--- src/rtl/imem_fetch_ctrl.sv ---
// imem_fetch_ctrl: instruction fetch sequencer with prefetch FIFO, redirect flush and misalignment/range halt
// Ports: clk_i/rst_ni (sync active-low); imem_addr_o/imem_inst_i combinational memory port;
// inst_o/pc_o/valid_o/ready_i decode handshake; redirect_i/redirect_pc_i control-flow change;
// halt_o/fault_o/fault_pc_o status. Define FETCH_PERF_CNT_EN for stall/full/flush counters.
module imem_fetch_ctrl #(
  parameter logic [31:0] RESET_PC   = 32'h0000_0000,
  parameter int          DEPTH      = 4,
  parameter logic [31:0] IMEM_BYTES = 32'd8192
) (
  input  logic        clk_i,
  input  logic        rst_ni,
  output logic [31:0] imem_addr_o,
  input  logic [31:0] imem_inst_i,
  output logic [31:0] inst_o,
  output logic [31:0] pc_o,
  output logic        valid_o,
  input  logic        ready_i,
  input  logic        redirect_i,
  input  logic [31:0] redirect_pc_i,
`ifdef FETCH_PERF_CNT_EN
  output logic [31:0] stall_cnt_o,
  output logic [31:0] full_cnt_o,
  output logic [31:0] flush_cnt_o,
`endif
  output logic        halt_o,
  output logic        fault_o,
  output logic [31:0] fault_pc_o
);
  localparam int AW = $clog2(DEPTH);
  typedef enum logic {FETCH, HALT} state_t;
  state_t state, state_n;
  logic [31:0] pc, pc_n, fault_pc_n;
  logic [AW:0] wptr, rptr, wptr_n, rptr_n;
  logic [31:0] pc_mem [DEPTH];
  logic [31:0] inst_mem [DEPTH];
  logic fault_n, empty, full, pop, push_try, oor, push;
  assign empty    = wptr == rptr;
  assign full     = wptr == {~rptr[AW], rptr[AW-1:0]};
  assign pop      = !empty && ready_i;
  assign oor      = pc >= IMEM_BYTES;
  // a full FIFO still accepts a word when the head leaves in the same cycle
  assign push_try = state == FETCH && !redirect_i && (!full || pop);
  assign push     = push_try && !oor;
  assign imem_addr_o = pc;
  assign valid_o  = !empty;
  assign halt_o   = state == HALT;
  assign inst_o   = empty ? 32'h0 : inst_mem[rptr[AW-1:0]];
  assign pc_o     = empty ? 32'h0 : pc_mem[rptr[AW-1:0]];
  always_comb begin
    state_n    = state;
    pc_n       = pc;
    fault_n    = fault_o;
    fault_pc_n = fault_pc_o;
    wptr_n     = push ? wptr + (AW+1)'(1) : wptr;
    rptr_n     = pop ? rptr + (AW+1)'(1) : rptr;
    if (redirect_i) begin
      wptr_n = '0;
      rptr_n = '0;
      if (redirect_pc_i[1:0] == 2'b00) begin
        pc_n    = redirect_pc_i;
        state_n = FETCH;
        fault_n = 1'b0;
      end else begin
        state_n    = HALT;
        fault_n    = 1'b1;
        fault_pc_n = redirect_pc_i;
      end
    end else if (push_try && oor) begin
      state_n    = HALT;
      fault_n    = 1'b1;
      fault_pc_n = pc;
    end else if (push) begin
      pc_n = pc + 32'd4;
    end
  end
  always_ff @(posedge clk_i) begin
    if (!rst_ni) begin
      state      <= FETCH;
      pc         <= RESET_PC;
      wptr       <= '0;
      rptr       <= '0;
      fault_o    <= 1'b0;
      fault_pc_o <= 32'h0;
    end else begin
      state      <= state_n;
      pc         <= pc_n;
      wptr       <= wptr_n;
      rptr       <= rptr_n;
      fault_o    <= fault_n;
      fault_pc_o <= fault_pc_n;
    end
  end
  // storage needs no reset: pointers alone decide what is valid
  always_ff @(posedge clk_i) begin
    if (push) begin
      pc_mem[wptr[AW-1:0]]   <= pc;
      inst_mem[wptr[AW-1:0]] <= imem_inst_i;
    end
  end
`ifdef FETCH_PERF_CNT_EN
  always_ff @(posedge clk_i) begin
    if (!rst_ni) begin
      stall_cnt_o <= 32'h0;
      full_cnt_o  <= 32'h0;
      flush_cnt_o <= 32'h0;
    end else begin
      stall_cnt_o <= stall_cnt_o + 32'(valid_o && !ready_i && stall_cnt_o != '1);
      full_cnt_o  <= full_cnt_o + 32'(state == FETCH && full && !pop && full_cnt_o != '1);
      flush_cnt_o <= flush_cnt_o + 32'(redirect_i && flush_cnt_o != '1);
    end
  end
`endif
endmodule

--- config.mk ---
export PLATFORM = sky130hd
export DESIGN_NAME = imem_fetch_ctrl
export DESIGN_NICKNAME = d
export VERILOG_FILES = /design/src/rtl/imem_fetch_ctrl.sv
export SDC_FILE = /design/constraint.sdc
export NUM_CORES = 1
export LEC_CHECK = 0
export BUFFER_PORTS_ARGS = -buffer_cell sky130_fd_sc_hd__buf_2
export CAP_MARGIN = 20
export CORE_MARGIN = 5
export CORE_UTILIZATION = 57
export DETAILED_ROUTE_END_ITERATION = 16
export PLACE_DENSITY_LB_ADDON = 0.3
export SYNTH_ARGS = -nofsm -noshare
export SYNTH_HDL_FRONTEND = slang
export SYNTH_SLANG_ARGS = --single-unit
--- constraint.sdc ---
create_clock -name clk_i -period 5.15 [get_ports clk_i]
set_input_delay 1.545 -clock clk_i [delete_from_list [all_inputs] [get_ports clk_i]]
set_output_delay 1.545 -clock clk_i [all_outputs]
set_load 0.02 [all_outputs]
After elaboration in Yosys (flattened, before gate mapping):

Memory sizes are Yosys's and may differ from the RTL's. A register that Yosys moved wholly into a read port is not among the register bits.
Cells that the tools add are included.

* $add $sub $neg: 3
* equality and inequality tests: 5
* bitwise logic cells: 3
* reduce and logical (&&, ||, !) cells: 16
* multiplexer cells: 18
* $lt $le $gt $ge: 1

Operators with widths (count)
* 32-bit two-way mux: 9
* 32-bit by 3-bit adder with 32-bit output, second input constant: 1
* 32-bit by 14-bit >= comparator with 1-bit output, second input constant: 1
* 2-bit two-way mux: 4
* 3-bit by 1-bit adder with 3-bit output, second input constant: 2
* 3-bit equality test: 2
* 1-bit logical AND: 5
* 1-bit two-way mux: 5
* 1-bit zero test: 4
* 2-bit != test, second input constant: 2
* 2-bit nonzero test: 2
* 1-bit inverter: 3
* 3-bit AND reduction: 1
* 2-bit zero test: 1
* 2-bit by 1-bit != test with 1-bit output, second input constant: 1
* 2-bit AND reduction: 1
* 2-bit OR reduction: 1
* 1-bit logical OR: 1

* memories: 2
* register bits: 71
* output and inout bits: 131
* memory bits (writable): 256
* word-level logic and storage cells: 53

Memory list
* inst_mem: words 4, width 32, rd ports 1, clocked after Yosys merged registers in 1, write ports 1, RTL line 35 `logic [31:0] inst_mem [DEPTH];`
* pc_mem: words 4, width 32, rd ports 1, clocked after Yosys merged registers in 1, write ports 1, RTL line 34 `logic [31:0] pc_mem [DEPTH];`

Longest topological paths before layout:

Gate-level depths: netlist of run 1.

* depth after elaboration: 9
* gate-level depth with buffers: 7
* mapped depth without buffers: 5

Least setup slack after synthesis of run 1:

OpenSTA, ideal clock, no wires.

* path type: input to register
* start point: input redirect_i
* end point: memory inst_mem[1][0] (enable)
* path slack: 0.705 ns
* stages: 5
* buffers on the path: 1
* data required time: 4.721 ns
* arrival: 4.016 ns
* cell sequence: nor4_1 nand4_1 nor3_1 buf_4 and2_1

* longest elaborated chain between the ends: 6

Ends and longest elaborated chain
* start, declared: RTL line 18 `input logic redirect_i,`
* 1-bit zero test: RTL line 42 `assign push_try = state == FETCH && !redirect_i && (!full || pop);`
* 1-bit logical AND (2 in series): RTL line 42
* 1-bit logical AND: RTL line 43 `assign push = push_try && !oor;`
* 1-bit two-way mux: RTL line 95 `if (push) begin`
* 1-bit two-way mux (implied by the code): RTL line 97 `inst_mem[wptr[AW-1:0]] <= imem_inst_i;`
* end, declared: RTL line 35

No other way between the ends.

==> impl_results.md, run 1 <==
- PostCTS Resize Cnt: 0
- Static leakage: 5.64 nW
- Endpoint required time on the critical path: 3610 ps
- Drt via density: 5.86
- Kind of launch point of the worst setup path: flop
- Global routing usage summed across all routing layers: 20.9%
- Area post-placement: 14300 um^2
- Post-Syn Instances: 793
- Number of warning messages in the yosys log: 0
- Post-Synthesis Net Count: 868
- Seq/Total Area, Yosys: 70.2%
- Skew final: 16.3 ps
- R2r startpoint: imem_addr_o[24]$_SDFFE_PN0P_
- Initial antenna violation count: 1
- Maximum fanout count along the critical path: 35
- Pint: 0.00472 W
- Mean cell area of the mapped netlist: 16.4 um^2
- Result of the run: complete, no violations
- Die outline height: 161 um
- Post-CTS setup-driven buffer insertion count: 0
- Number of enable flip-flop cells after synthesis: 256
- Initial Utilization: 57.8%
- Slack of the worst reg-to-reg path: 2050 ps
- Diodes inserted: 0
- GP Congestion: 0.774
- Area Overhead vs Synth: 17.7%
- TritonCTS clock tree: done
- Hold Path End: fault_pc_o[26]$_SDFFE_PN0P_
- Routed via count: 7609
- Width of the die: 161 um
- Pins Over Slew Limit: 0
- Count of boundary I/O pins: 199
- Clock buffers created by TritonCTS: 34
- #FFs+latches synth: 329
- Tcrit/Tclk final: 80.7%
- FP Rows: 55
- Arrival time at the worst endpoint: 2610 ps
- Remaining number of nets flagged by the antenna check after routing: 0
- WHS Path Cells: 2
- Switching Share: 25.4%
- Combinational power share: 13.3%
- Unrepaired setup endpoints after global routing: no
- Via count of the first global-routing pass: 7588
- Avg WL per Cell: 20.8 um
- Total half-perimeter wirelength after legalization and detailed placement: 16.8 mm
- CTS clk-pin slew, worst paths: 60 ps
- Terminus of the critical flop-to-flop path: inst_mem[3][5]$_DFFE_PP_
- Maximum frequency from static timing analysis: 241 MHz
- Crit. End Element: primary output
- Final wirelength: 27.0 mm
- Total net switching power: 0.00160 W
- Setup violators final: 0
- Buffer levels on the longest clock path: 3
- Count of unique library cells instantiated by Yosys: 44
- Max-cap viol count: 0
- Post-layout net count: 1062
- Final critical delay including setup and external delays: 4160 ps
- Proportion of power drawn by the clock network: 36.0%
- Clock net sink count: 329
- Pin count of the biggest net entering global routing: 69
- Starting DRT DRC Count: 666
- Category of the most critical setup path: reg -> out
- Normalized max-slew margin: 34.8%
- Floorplan core area: 22600 um^2
- Hold/Removal Path Class: reg -> reg
- Netlist area before placement: 13000 um^2
- Worst slew pin tran: 978 ps
- Share of flip-flops with an asynchronous set or reset after synthesis: 0%
- Sequential fraction of design power: 50.7%
- H-Tree Level Count: 2
- Overall die area: 26000 um^2
- Proportion of layout cells with a drive suffix above 1: 33.1%
- Number of port buffers: 198
- DRC violation count after routing: 0
- Buffer cell driving the clock tree root: sky130_fd_sc_hd__clkbuf_16
- Final hold violation count: 0
- Cell area after layout: 15400 um^2
- Fill cell total of the finished layout: 1545
- Number of buffers inserted by hold repair at cts: 0
- Post-Route Setup TNS: 0 ps
- Clk_lat worst skew: 500 ps
- Leftover overflow at the end of global routing: 0
- 1st-pass router iterations: 5
- Pwr per Cell Area: 412 nW/um^2
- Top flip-flop cell by instance count after synthesis: sky130_fd_sc_hd__edfxtp_1
- First-pass GRT wire length: 43.1 mm
- Hold path startpoint: fault_pc_o[26]$_SDFFE_PN0P_
- Cell depth of the worst flop-to-flop path: 5
- Largest vdd supply drop: 0.000293 V
## placed cells by master (no fill, tap or decap), types with 4 or more instances in the layout
cell type | netlist | final
sky130_fd_sc_hd__edfxtp_1 | 256 | 256
sky130_fd_sc_hd__buf_2 | 9 | 198
sky130_fd_sc_hd__dfxtp_1 | 73 | 71
sky130_fd_sc_hd__mux4_2 | 64 | 64
sky130_fd_sc_hd__and2_1 | 68 | 64
sky130_fd_sc_hd__nor2_1 | 47 | 47
sky130_fd_sc_hd__nand2_1 | 43 | 43
sky130_fd_sc_hd__clkbuf_16 | 0 | 37
sky130_fd_sc_hd__mux2i_1 | 33 | 33
sky130_fd_sc_hd__a211oi_1 | 25 | 25
sky130_fd_sc_hd__o21ai_0 | 24 | 24
sky130_fd_sc_hd__nand4_1 | 19 | 19
sky130_fd_sc_hd__nand3_1 | 12 | 12
sky130_fd_sc_hd__a311oi_1 | 9 | 9
sky130_fd_sc_hd__clkbuf_1 | 33 | 9
sky130_fd_sc_hd__clkinv_2 | 0 | 8
sky130_fd_sc_hd__buf_4 | 2 | 8
sky130_fd_sc_hd__inv_1 | 7 | 7
sky130_fd_sc_hd__ha_1 | 7 | 7
sky130_fd_sc_hd__xnor2_1 | 5 | 5
sky130_fd_sc_hd__and3_1 | 5 | 5
sky130_fd_sc_hd__o31ai_1 | 5 | 5
sky130_fd_sc_hd__buf_12 | 0 | 5
sky130_fd_sc_hd__nor4_1 | 4 | 4
sky130_fd_sc_hd__and2_4 | 0 | 4
sky130_fd_sc_hd__clkinv_1 | 1 | 4
sky130_fd_sc_hd__a21oi_1 | 4 | 4
sky130_fd_sc_hd__o2111ai_1 | 4 | 4
## stage by stage
stage          worst slack [ps]  power (W)  hold slack (ps)  instances  utilization (%)
2_1_floorplan               705    0.00382              461        793                -
3_3_place_gp               1230    0.00408              484       1236             63.3
3_5_place_dp               1180    0.00410              492       1236             63.3
4_1_cts                     893    0.00638              499       1298             68.0
5_1_grt                     756    0.00660              513       1298             68.0
6_report                    994    0.00632              498       1298             68.0
## power by group through the flow
stage	logic, W	clock network [W]	registers, W
after global routing	0.000916	0.00246	0.00322
after floorplan	0.000497	0	0.00332
after detailed placement	0.000851	0	0.00325
final	0.000840	0.00228	0.00320
after global placement	0.000835	0	0.00325
after CTS	0.000852	0.00232	0.00320
## critical path: stages (launching register included)
cell and delay (ps):
sky130_fd_sc_hd__dfxtp_4 840, sky130_fd_sc_hd__buf_4 370, sky130_fd_sc_hd__mux4_2 530, sky130_fd_sc_hd__and2_1 190
sky130_fd_sc_hd__buf_2 160
## sequential cells by signal (all words and copies together), names as in the netlist, named ones only
name         count
fault_pc_o      32
halt_o           1
imem_addr_o     32
inst_mem       128
pc_mem         128
rptr             3
wptr             3
## layout make-up
| class | count | area [um^2] | area share, % |
|---|---|---|---|
| well taps | 285 | 357 | 2.32 |
| repair buffers | 211 | 1150 | 7.50 |
| flip-flops and latches | 329 | 9160 | 59.6 |
| clock inverters | 15 | 85.1 | 0.554 |
| multi-input cells | 403 | 3600 | 23.5 |
| clock buffers | 47 | 973 | 6.34 |
| inverters | 8 | 30.0 | 0.196 |
## cell usage after synthesis, drive strengths merged, types with 2 or more instances
| library cell | count | area [um^2] |
|---|---|---|
| xnor2 | 5 | 43.8 |
| a211oi | 26 | 200 |
| o211ai | 2 | 15.0 |
| mux2i | 33 | 330 |
| nand4 | 19 | 119 |
| clkbuf | 33 | 124 |
| nand2 | 43 | 161 |
| and2 | 68 | 425 |
| and3 | 5 | 31.3 |
| nor3 | 3 | 15.0 |
| xor2 | 3 | 26.3 |
| nand2b | 3 | 18.8 |
| o21ai | 25 | 125 |
| inv | 7 | 26.3 |
| a311oi | 9 | 78.8 |
| nor4 | 4 | 25.0 |
| nor2 | 47 | 176 |
| nand3 | 12 | 60.1 |
| ha | 7 | 87.6 |
| buf | 20 | 146 |
| o2111ai | 4 | 35.0 |
| dfxtp | 73 | 1460 |
| o31ai | 6 | 58.8 |
| mux4 | 64 | 1440 |
| edfxtp | 256 | 7690 |
| a21oi | 4 | 20.0 |
## logic make-up (layout without fill, tap and decap cells)
group,Yosys count,in the layout,share of synthesized area (%)
compound gates,83,83,4.57
xor+xnor,8,8,0.537
fa+ha+maj,7,7,0.672
buf+inv,61,281,2.30
flops,329,329,70.2
mux,97,97,13.6
simple gates,208,208,8.18
## per-layer routing
layer  track usage (%)  wire, um  vias to the layer above
li1                  -         -                     3477
met1              31.0     11700                     3769
met2              32.4     12700                      321
met3              4.44      2160                       40
met4              5.20       442                        2
met5                 0        13                        -
## worst max path at each step
stage	slack, ps	start	to
CTS	890	flop	pc_o[1]
detailed placement	1180	redirect_i	inst_mem[3][14]$_DFFE_PP_
finish	990	flop	pc_o[1]
global placement	1230	redirect_i	inst_mem[3][21]$_DFFE_PP_
global route	760	flop	pc_o[1]
floorplan	700	redirect_i	inst_mem[1][0]$_DFFE_PP_
No activity file was read; power rests on OpenSTA's default activity.
==> inputs of run 2 (changes only) <==
--- a/config.mk
+++ b/config.mk
@@ -5,10 +5,11 @@
 export SDC_FILE = /design/constraint.sdc
 export NUM_CORES = 1
 export LEC_CHECK = 0
+export ABC_AREA = 1
 export BUFFER_PORTS_ARGS = -buffer_cell sky130_fd_sc_hd__buf_2
 export CAP_MARGIN = 20
 export CORE_MARGIN = 5
-export CORE_UTILIZATION = 57
+export CORE_UTILIZATION = 52
 export DETAILED_ROUTE_END_ITERATION = 16
 export PLACE_DENSITY_LB_ADDON = 0.3
 export SYNTH_ARGS = -nofsm -noshare
==> constraint.sdc (replaced) <==
create_clock -name clk_i -period 3.44 [get_ports clk_i]
set_input_delay 1.032 -clock clk_i [delete_from_list [all_inputs] [get_ports clk_i]]
set_output_delay 1.032 -clock clk_i [all_outputs]
set_load 0.02 [all_outputs]
==> impl_results.md, run 2 <==
- Number of cells in the finished layout apart from fillers: 1940 (+49%)
- Die outline height: 174 um (+7.9%)
- Area share of and/or/nand/nor cells after synthesis: 17.9% (+9.7 points)
- Largest vdd supply drop: 0.000388 V (+32%)
- Netlist area before placement: 14000 um^2 (+7.2%)
- Final wirelength: 32.8 mm (+22%)
- Leading cell type by number of instances after synthesis: sky130_fd_sc_hd__nor2_1
- Final hold violation count: 0 (unchanged)
- Most frequent standard cell in the layout excluding fill and tap cells: sky130_fd_sc_hd__nor2_1
- Global routing usage summed across all routing layers: 20.9% (-0.031 points)
- Count of unique library cells instantiated by Yosys: 23 (-48%)
- First-pass GRT wire length: 52.0 mm (+20%)
- Most frequent cells in the layout: sky130_fd_sc_hd__nor2_1, sky130_fd_sc_hd__edfxtp_1, sky130_fd_sc_hd__nand2_1, sky130_fd_sc_hd__buf_2, sky130_fd_sc_hd__inv_1
- Endpoint required time on the critical path: 2410 ps (-1200 ps)
- Sequential fraction of design power: 50.3% (-0.4 points)
- Kind of launch point of the worst setup path: flop
- Skew final: 14.5 ps (-1.72 ps)
- FP Rows: 60 (+9.1%)
- Initial Utilization: 52.3% (-5.5 points)
- Normalized max-slew margin: 31.1% (-3.7 points)
- GP Congestion: 0.802 (+3.7%)
- Maximum fanout count along the critical path: 128 (+270%)
- Mux cell area share after synthesis: 0% (-14 points)
- Seq/Total Area, Yosys: 65.4% (-4.7 points)
- Avg WL per Cell: 16.9 um (-19%)
- Number of port buffers: 198 (unchanged)
- Top flip-flop cell by instance count after synthesis: sky130_fd_sc_hd__edfxtp_1
- Maximum frequency from static timing analysis: 315 MHz
- Tcrit/Tclk final: 92.2%
- Most common library cells after synthesis: sky130_fd_sc_hd__nor2_1, sky130_fd_sc_hd__edfxtp_1, sky130_fd_sc_hd__nand2_1
- Xor/xnor share of the synthesized area: 0.125% (-0.41 points)
- Worst slack after detailed placement: 427 ps (-749 ps)
- Width of the die: 174 um (+7.9%)
- Arrival time at the worst endpoint: 2140 ps (-470 ps)
- Total half-perimeter wirelength after legalization and detailed placement: 19.7 mm (+17%)
- Number of warning messages in the yosys log: 0 (unchanged)
- Max-cap viol count: 0 (unchanged)
- Pint: 0.00694 W (+47%)
- Mean cell area of the mapped netlist: 9.98 um^2 (-39%)
- Crit. End Element: primary output
- Proportion of layout cells with a drive suffix above 1: 18.1% (-15 points)
- #FFs+latches synth: 329 (unchanged)
- Overall die area: 30300 um^2 (+16%)
- Worst slew pin tran: 1030 ps (+53.9 ps)
- Total net switching power: 0.00224 W (+40%)
- Buffer cell driving the clock tree root: sky130_fd_sc_hd__clkbuf_16
- Drt via density: 5.45 (-7.0%)
- Clock buffers created by TritonCTS: 35 (+2.9%)
- Count of boundary I/O pins: 199 (unchanged)
- Core utilization of the finished layout: 61.4% (-6.6 points)
- Pins Over Slew Limit: 0 (unchanged)
- Proportion of power drawn by the clock network: 39.1% (+3.1 points)
- Top cell type's share of synthesized area: 55.0% (-4.0 points)
- TritonCTS clock tree: done
- Clk_lat worst skew: 510 ps (about the same)
- Starting DRT DRC Count: 914 (+37%)
- CTS clk-pin slew, worst paths: 60 ps (about the same)
- Leftover overflow at the end of global routing: 0 (unchanged)
- Category of the most critical setup path: reg -> out
- DRC violation count after routing: 0 (unchanged)
- Remaining number of nets flagged by the antenna check after routing: 0 (unchanged)
- Number of enable flip-flop cells after synthesis: 256 (unchanged)
- Post-layout net count: 1648 (+55%)
- Floorplan core area: 26700 um^2 (+18%)
- Cell area after layout: 16400 um^2 (+6.9%)
- Initial antenna violation count: 1 (unchanged)
- Share of flip-flops with an asynchronous set or reset after synthesis: 0% (unchanged)
- Fill cell total of the finished layout: 2212 (+43%)
- Final critical delay including setup and external delays: 3170 ps
- Area Overhead vs Synth: 17.4%
- Hold/Removal Path Class: reg -> reg
- Cell accounting for the most synthesized area: sky130_fd_sc_hd__edfxtp_1
- H-Tree Level Count: 2 (unchanged)
- Main combinational cell family by area after synthesis: simple AND/OR/NAND/NOR gates
- Synthesized-area fraction occupied by ao, oa, aoi and oai cells: 9.45% (+4.9 points)
- Area post-placement: 15300 um^2 (+7.0%)
- Clock net sink count: 329 (unchanged)
- Via count of the first global-routing pass: 10105 (+33%)
- Adder and majority cell fraction of the synthesized area: 0.627% (-0.045 points)
- Post-route total power: 0.00918 W (+45%)
- Unrepaired setup endpoints after global routing: no
- Pwr per Cell Area: 559 nW/um^2 (+36%)
- Number of cells after detailed placement: 1876 (+52%)
- Setup violators final: 0 (unchanged)
- Most area-consuming cells after synthesis: sky130_fd_sc_hd__edfxtp_1, sky130_fd_sc_hd__dfxtp_1, sky130_fd_sc_hd__nor2_1
- Combinational power share: 10.6% (-2.7 points)
- Routed via count: 10581 (+39%)
- Pin count of the biggest net entering global routing: 129 (+87%)
- 1st-pass router iterations: 5 (unchanged)
- Post-Syn Instances: 1401 (+77%)
- Buffer levels on the longest clock path: 3 (unchanged)
- Final setup slack of the worst path: 269 ps (-725 ps)
- Static leakage: 7.20 nW (+28%)
- Post-Synthesis Net Count: 1476 (+70%)
- Result of the run: complete, no violations
- Number of buffers inserted by hold repair at cts: 0 (unchanged)
- Switching Share: 24.4% (-0.96 points)
-- run 2: area by class of cell --
type	count	area, um^2	share of cell area, %
Sequential cell	329	9160	55.8
Clock inverter	15	156	0.953
Timing Repair Buffer	223	1270	7.71
Antenna cell	1	2.50	0.0152
Tap cell	341	427	2.60
Inverter	133	504	3.07
Multi-Input combinational cell	851	3960	24.1
Clock buffer	47	942	5.74
-- run 2: critical path, cell delays in order, from the launching register on --
cell and delay [ps]:
sky130_fd_sc_hd__dfxtp_4 380, sky130_fd_sc_hd__buf_12 360, sky130_fd_sc_hd__nor2_1 100, sky130_fd_sc_hd__o32ai_1 360, sky130_fd_sc_hd__nand2_1 90, sky130_fd_sc_hd__inv_1 60, sky130_fd_sc_hd__buf_2 150
-- run 2: logic make-up (layout without fill, tap and decap cells) --
family,count (synthesis),count (layout)
XOR/XNOR,2,2
flip-flops,329,329
buffers and inverters,221,418
AND/OR/NAND/NOR,630,630
AO/OA/AOI/OAI,212,212
adder cells (fa/ha/maj),7,7
other,0,1
-- run 2: path summary, 6_finish.rpt --
kind	start	endpoint	slack, ps	cells past startpoint
hold reg to reg	fault_pc_o[10]$_SDFFE_PN0P_	fault_pc_o[10]$_SDFFE_PN0P_	480	2
setup reg to reg	imem_addr_o[13]$_SDFFE_PN0P_	pc_mem[2][19]$_DFFE_PP_	960	6
hold / removal	fault_pc_o[10]$_SDFFE_PN0P_	fault_pc_o[10]$_SDFFE_PN0P_	480	2
setup / recovery	flop	pc_o[21]	270	6
-- run 2: what timing repair did --
item	CTS	global route
gates resized for setup	0	1
endpoints found under the setup margin	0	2
buffers inserted	0	1
-- run 2: power by group through the flow --
| stage | Combinational [W] | Sequential (W) | Clock (W) |
|---|---|---|---|
| after floorplan | 0.000554 | 0.00477 | 0 |
| after global placement | 0.000953 | 0.00469 | 0 |
| after detailed placement | 0.000971 | 0.00469 | 0 |
| after CTS | 0.000976 | 0.00461 | 0.00366 |
| after global routing | 0.00108 | 0.00463 | 0.00382 |
| final | 0.000971 | 0.00461 | 0.00359 |
-- run 2: metal layers --
| metal | wire (um) | vias up | GRT usage, % |
|---|---|---|---|
| met1 | 14600 | 5059 | 30.0 |
| met5 | 0 | - | 0 |
| li1 | - | 5077 | - |
| met2 | 15100 | 391 | 32.8 |
| met4 | 710 | 0 | 6.30 |
| met3 | 2370 | 54 | 4.00 |
-- run 2: stage by stage --
stage,hold WS (ps),setup TNS [ps]
2_1_floorplan,452,-45350
3_3_place_gp,462,0
3_5_place_dp,470,0
4_1_cts,485,0
5_1_grt,515,0
6_report,482,0
==> inputs of run 3 (changes only) <==
--- a/config.mk
+++ b/config.mk
@@ -9,7 +9,7 @@
 export BUFFER_PORTS_ARGS = -buffer_cell sky130_fd_sc_hd__buf_2
 export CAP_MARGIN = 20
 export CORE_MARGIN = 5
-export CORE_UTILIZATION = 52
+export CORE_UTILIZATION = 45
 export DETAILED_ROUTE_END_ITERATION = 16
 export PLACE_DENSITY_LB_ADDON = 0.3
 export SYNTH_ARGS = -nofsm -noshare
==> impl_results.md, run 3 (synthesis results as in run 2) <==
- Post-layout net count: 1653 (+0.30%)
- Proportion of layout cells with a drive suffix above 1: 18.2% (+0.12 points)
- Number of port buffers: 198 (unchanged)
- Crit. End Element: primary output
- Clock net sink count: 329 (unchanged)
- Core utilization of the finished layout: 54.0% (-7.4 points)
- Static leakage: 7.24 nW (+0.54%)
- Terminus of the critical flop-to-flop path: imem_addr_o[26]$_SDFFE_PN0P_
- Number of cells in the finished layout apart from fillers: 2002 (+3.2%)
- Initial antenna violation count: 1 (unchanged)
- Max-cap viol count: 0 (unchanged)
- Hold path startpoint: fault_pc_o[16]$_SDFFE_PN0P_
- Tcrit/Tclk final: 94.5% (+2.3 points)
- H-Tree Level Count: 2 (unchanged)
- Arrival time at the worst endpoint: 2220 ps (+80 ps)
- Final hold violation count: 0 (unchanged)
- Normalized max-slew margin: 31.4% (+0.33 points)
- Floorplan core area: 30700 um^2 (+15%)
- Most frequent standard cell in the layout excluding fill and tap cells: sky130_fd_sc_hd__nor2_1
- Remaining number of nets flagged by the antenna check after routing: 0 (unchanged)
- Result of the run: complete, no violations
- Area used by multi-input combinational logic: 3970 um^2 (+0.35%)
- Avg WL per Cell: 16.9 um (-0.36%)
- FP Rows: 64 (+6.7%)
- DRC violation count after routing: 0 (unchanged)
- GP Congestion: 0.787 (-1.9%)
- Global routing usage summed across all routing layers: 19.0% (-1.9 points)
- Worst slack on hold paths: 481 ps (-1.82 ps)
- Worst slew pin tran: 1030 ps (-4.98 ps)
- Setup violators final: 0 (unchanged)
- Maximum fanout count along the critical path: 42 (-67%)
- TritonCTS clock tree: done
- 1st-pass router iterations: 5 (unchanged)
- Area post-placement: 15400 um^2 (+0.86%)
- Area Overhead vs Synth: 18.5%
- Via count of the first global-routing pass: 9965 (-1.4%)
- Skew final: 19.1 ps (+4.62 ps)
- Category of the most critical setup path: reg -> out
- Starting DRT DRC Count: 730 (-20%)
- Sequential cell area in the final layout: 9160 um^2 (unchanged)
- Initial Utilization: 45.6% (-6.7 points)
- Clk_lat worst skew: 510 ps (about the same)
- Buffer cell driving the clock tree root: sky130_fd_sc_hd__clkbuf_16
- Final critical delay including setup and external delays: 3250 ps (+79.5 ps)
- Slack of the worst reg-to-reg path: 1180 ps (+220 ps)
- First-pass GRT wire length: 52.6 mm (+1.3%)
- Largest vdd supply drop: 0.000348 V (-10%)
- Busiest layer in global routing: met2
- Endpoint required time on the critical path: 2410 ps (about the same)
- Cell area after layout: 16600 um^2 (+0.96%)
- Hold Path End: fault_pc_o[16]$_SDFFE_PN0P_
- Total half-perimeter wirelength after legalization and detailed placement: 20.6 mm (+4.9%)
- Number of cells after detailed placement: 1935 (+3.1%)
- Final wirelength: 33.7 mm (+2.8%)
- Cell depth of the worst flop-to-flop path: 11 (+5)
- Kind of launch point of the worst setup path: flop
- Drt via density: 5.18 (-5.0%)
- Overall die area: 34700 um^2 (+15%)
- Met1 routing resource usage after global routing: 27.2% (-2.8 points)
- R2r startpoint: wptr[1]$_SDFFE_PP0P_
- Pwr per Cell Area: 555 nW/um^2 (-0.67%)
- Maximum frequency from static timing analysis: 308 MHz (-2.4%)
- Leftover overflow at the end of global routing: 0 (unchanged)
- Hold/Removal Path Class: reg -> reg
- Die outline height: 186 um (+7.1%)
- Buffer levels on the longest clock path: 3 (unchanged)
- Unrepaired setup endpoints after global routing: no
- Global routing met3 resource utilization: 3.91% (-0.093 points)
- Routed via count: 10375 (-1.9%)
- CTS clk-pin slew, worst paths: 60 ps (about the same)
- WHS Path Cells: 2 (unchanged)
- Pin count of the biggest net entering global routing: 66 (-49%)
- Count of boundary I/O pins: 199 (unchanged)
- Clock buffers created by TritonCTS: 35 (unchanged)
- Most frequent cells in the layout: sky130_fd_sc_hd__nor2_1, sky130_fd_sc_hd__edfxtp_1, sky130_fd_sc_hd__nand2_1, sky130_fd_sc_hd__buf_2, sky130_fd_sc_hd__inv_1
- Met2 global-route usage: 29.9% (-2.8 points)
- Pins Over Slew Limit: 0 (unchanged)
- Width of the die: 186 um (+7.1%)
- Fill cell total of the finished layout: 2708 (+22%)
## run 3: critical path, stage by stage, from the launching register on
cell and delay (ps):
sky130_fd_sc_hd__dfxtp_4 450, sky130_fd_sc_hd__inv_6 250, sky130_fd_sc_hd__buf_12 260, sky130_fd_sc_hd__nor2_1 60
sky130_fd_sc_hd__o32ai_1 320, sky130_fd_sc_hd__nand2_1 110, sky130_fd_sc_hd__inv_1 60, sky130_fd_sc_hd__buf_2 150
## run 3: metrics by stage
step / setup TNS [ps] / worst slack [ps] / total power, W
after floorplan: -45350 / -220 / 0.00532
after global placement: 0 / 484 / 0.00565
after detailed placement: 0 / 463 / 0.00567
after CTS: 0 / 73.2 / 0.00929
after global routing: 0 / 25.2 / 0.00958
final: 0 / 190 / 0.00920
## run 3: how the worst max path moves through the flow
stage / end / slack, ps / cells after the start / start
4_1_cts: inst_o[2] / 70 / 7 / flop
3_3_place_gp: pc_o[13] / 480 / 9 / wptr[1]$_SDFFE_PP0P_
3_5_place_dp: inst_o[2] / 460 / 9 / wptr[0]$_SDFFE_PP0P_
2_1_floorplan: inst_mem[0][0]$_DFFE_PP_ / -220 / 4 / redirect_i
5_1_grt: inst_o[30] / 30 / 9 / wptr[0]$_SDFFE_PP0P_
6_report: inst_o[2] / 190 / 7 / flop
## run 3: power breakdown
group / leakage (nW) / internal [W] / switching [W] / total (W)
clock: 0.537 / 0.00215 / 0.00146 / 0.00361
sequential: 2.94 / 0.00446 / 0.000152 / 0.00461
combinational: 3.76 / 0.000335 / 0.000646 / 0.000980
## run 3: repair_timing
item	4_1_cts	5_1_grt
setup endpoints to repair	36	41
pin swaps	0	1
resized for setup	1	3
buffers inserted	1	0
gates cloned	0	1
hold buffers	0	0
## run 3: metal layers
layer	wire (um)	share of wire, %	vias up
met5	0	0	-
met4	679	2.0	0
met3	2840	8.4	51
met2	15100	45	387
met1	15100	45	4834
li1	-	-	5103
## run 3: cell type report
| type | count | area share (%) |
|---|---|---|
| Antenna cell | 2 | 0.0302 |
| Clock buffer | 52 | 5.98 |
| Clock inverter | 11 | 0.717 |
| Inverter | 133 | 3.04 |
| Timing Repair Buffer | 227 | 8.01 |
| Tap cell | 396 | 2.99 |
| Sequential cell | 329 | 55.3 |
| Multi-Input combinational cell | 852 | 24.0 |
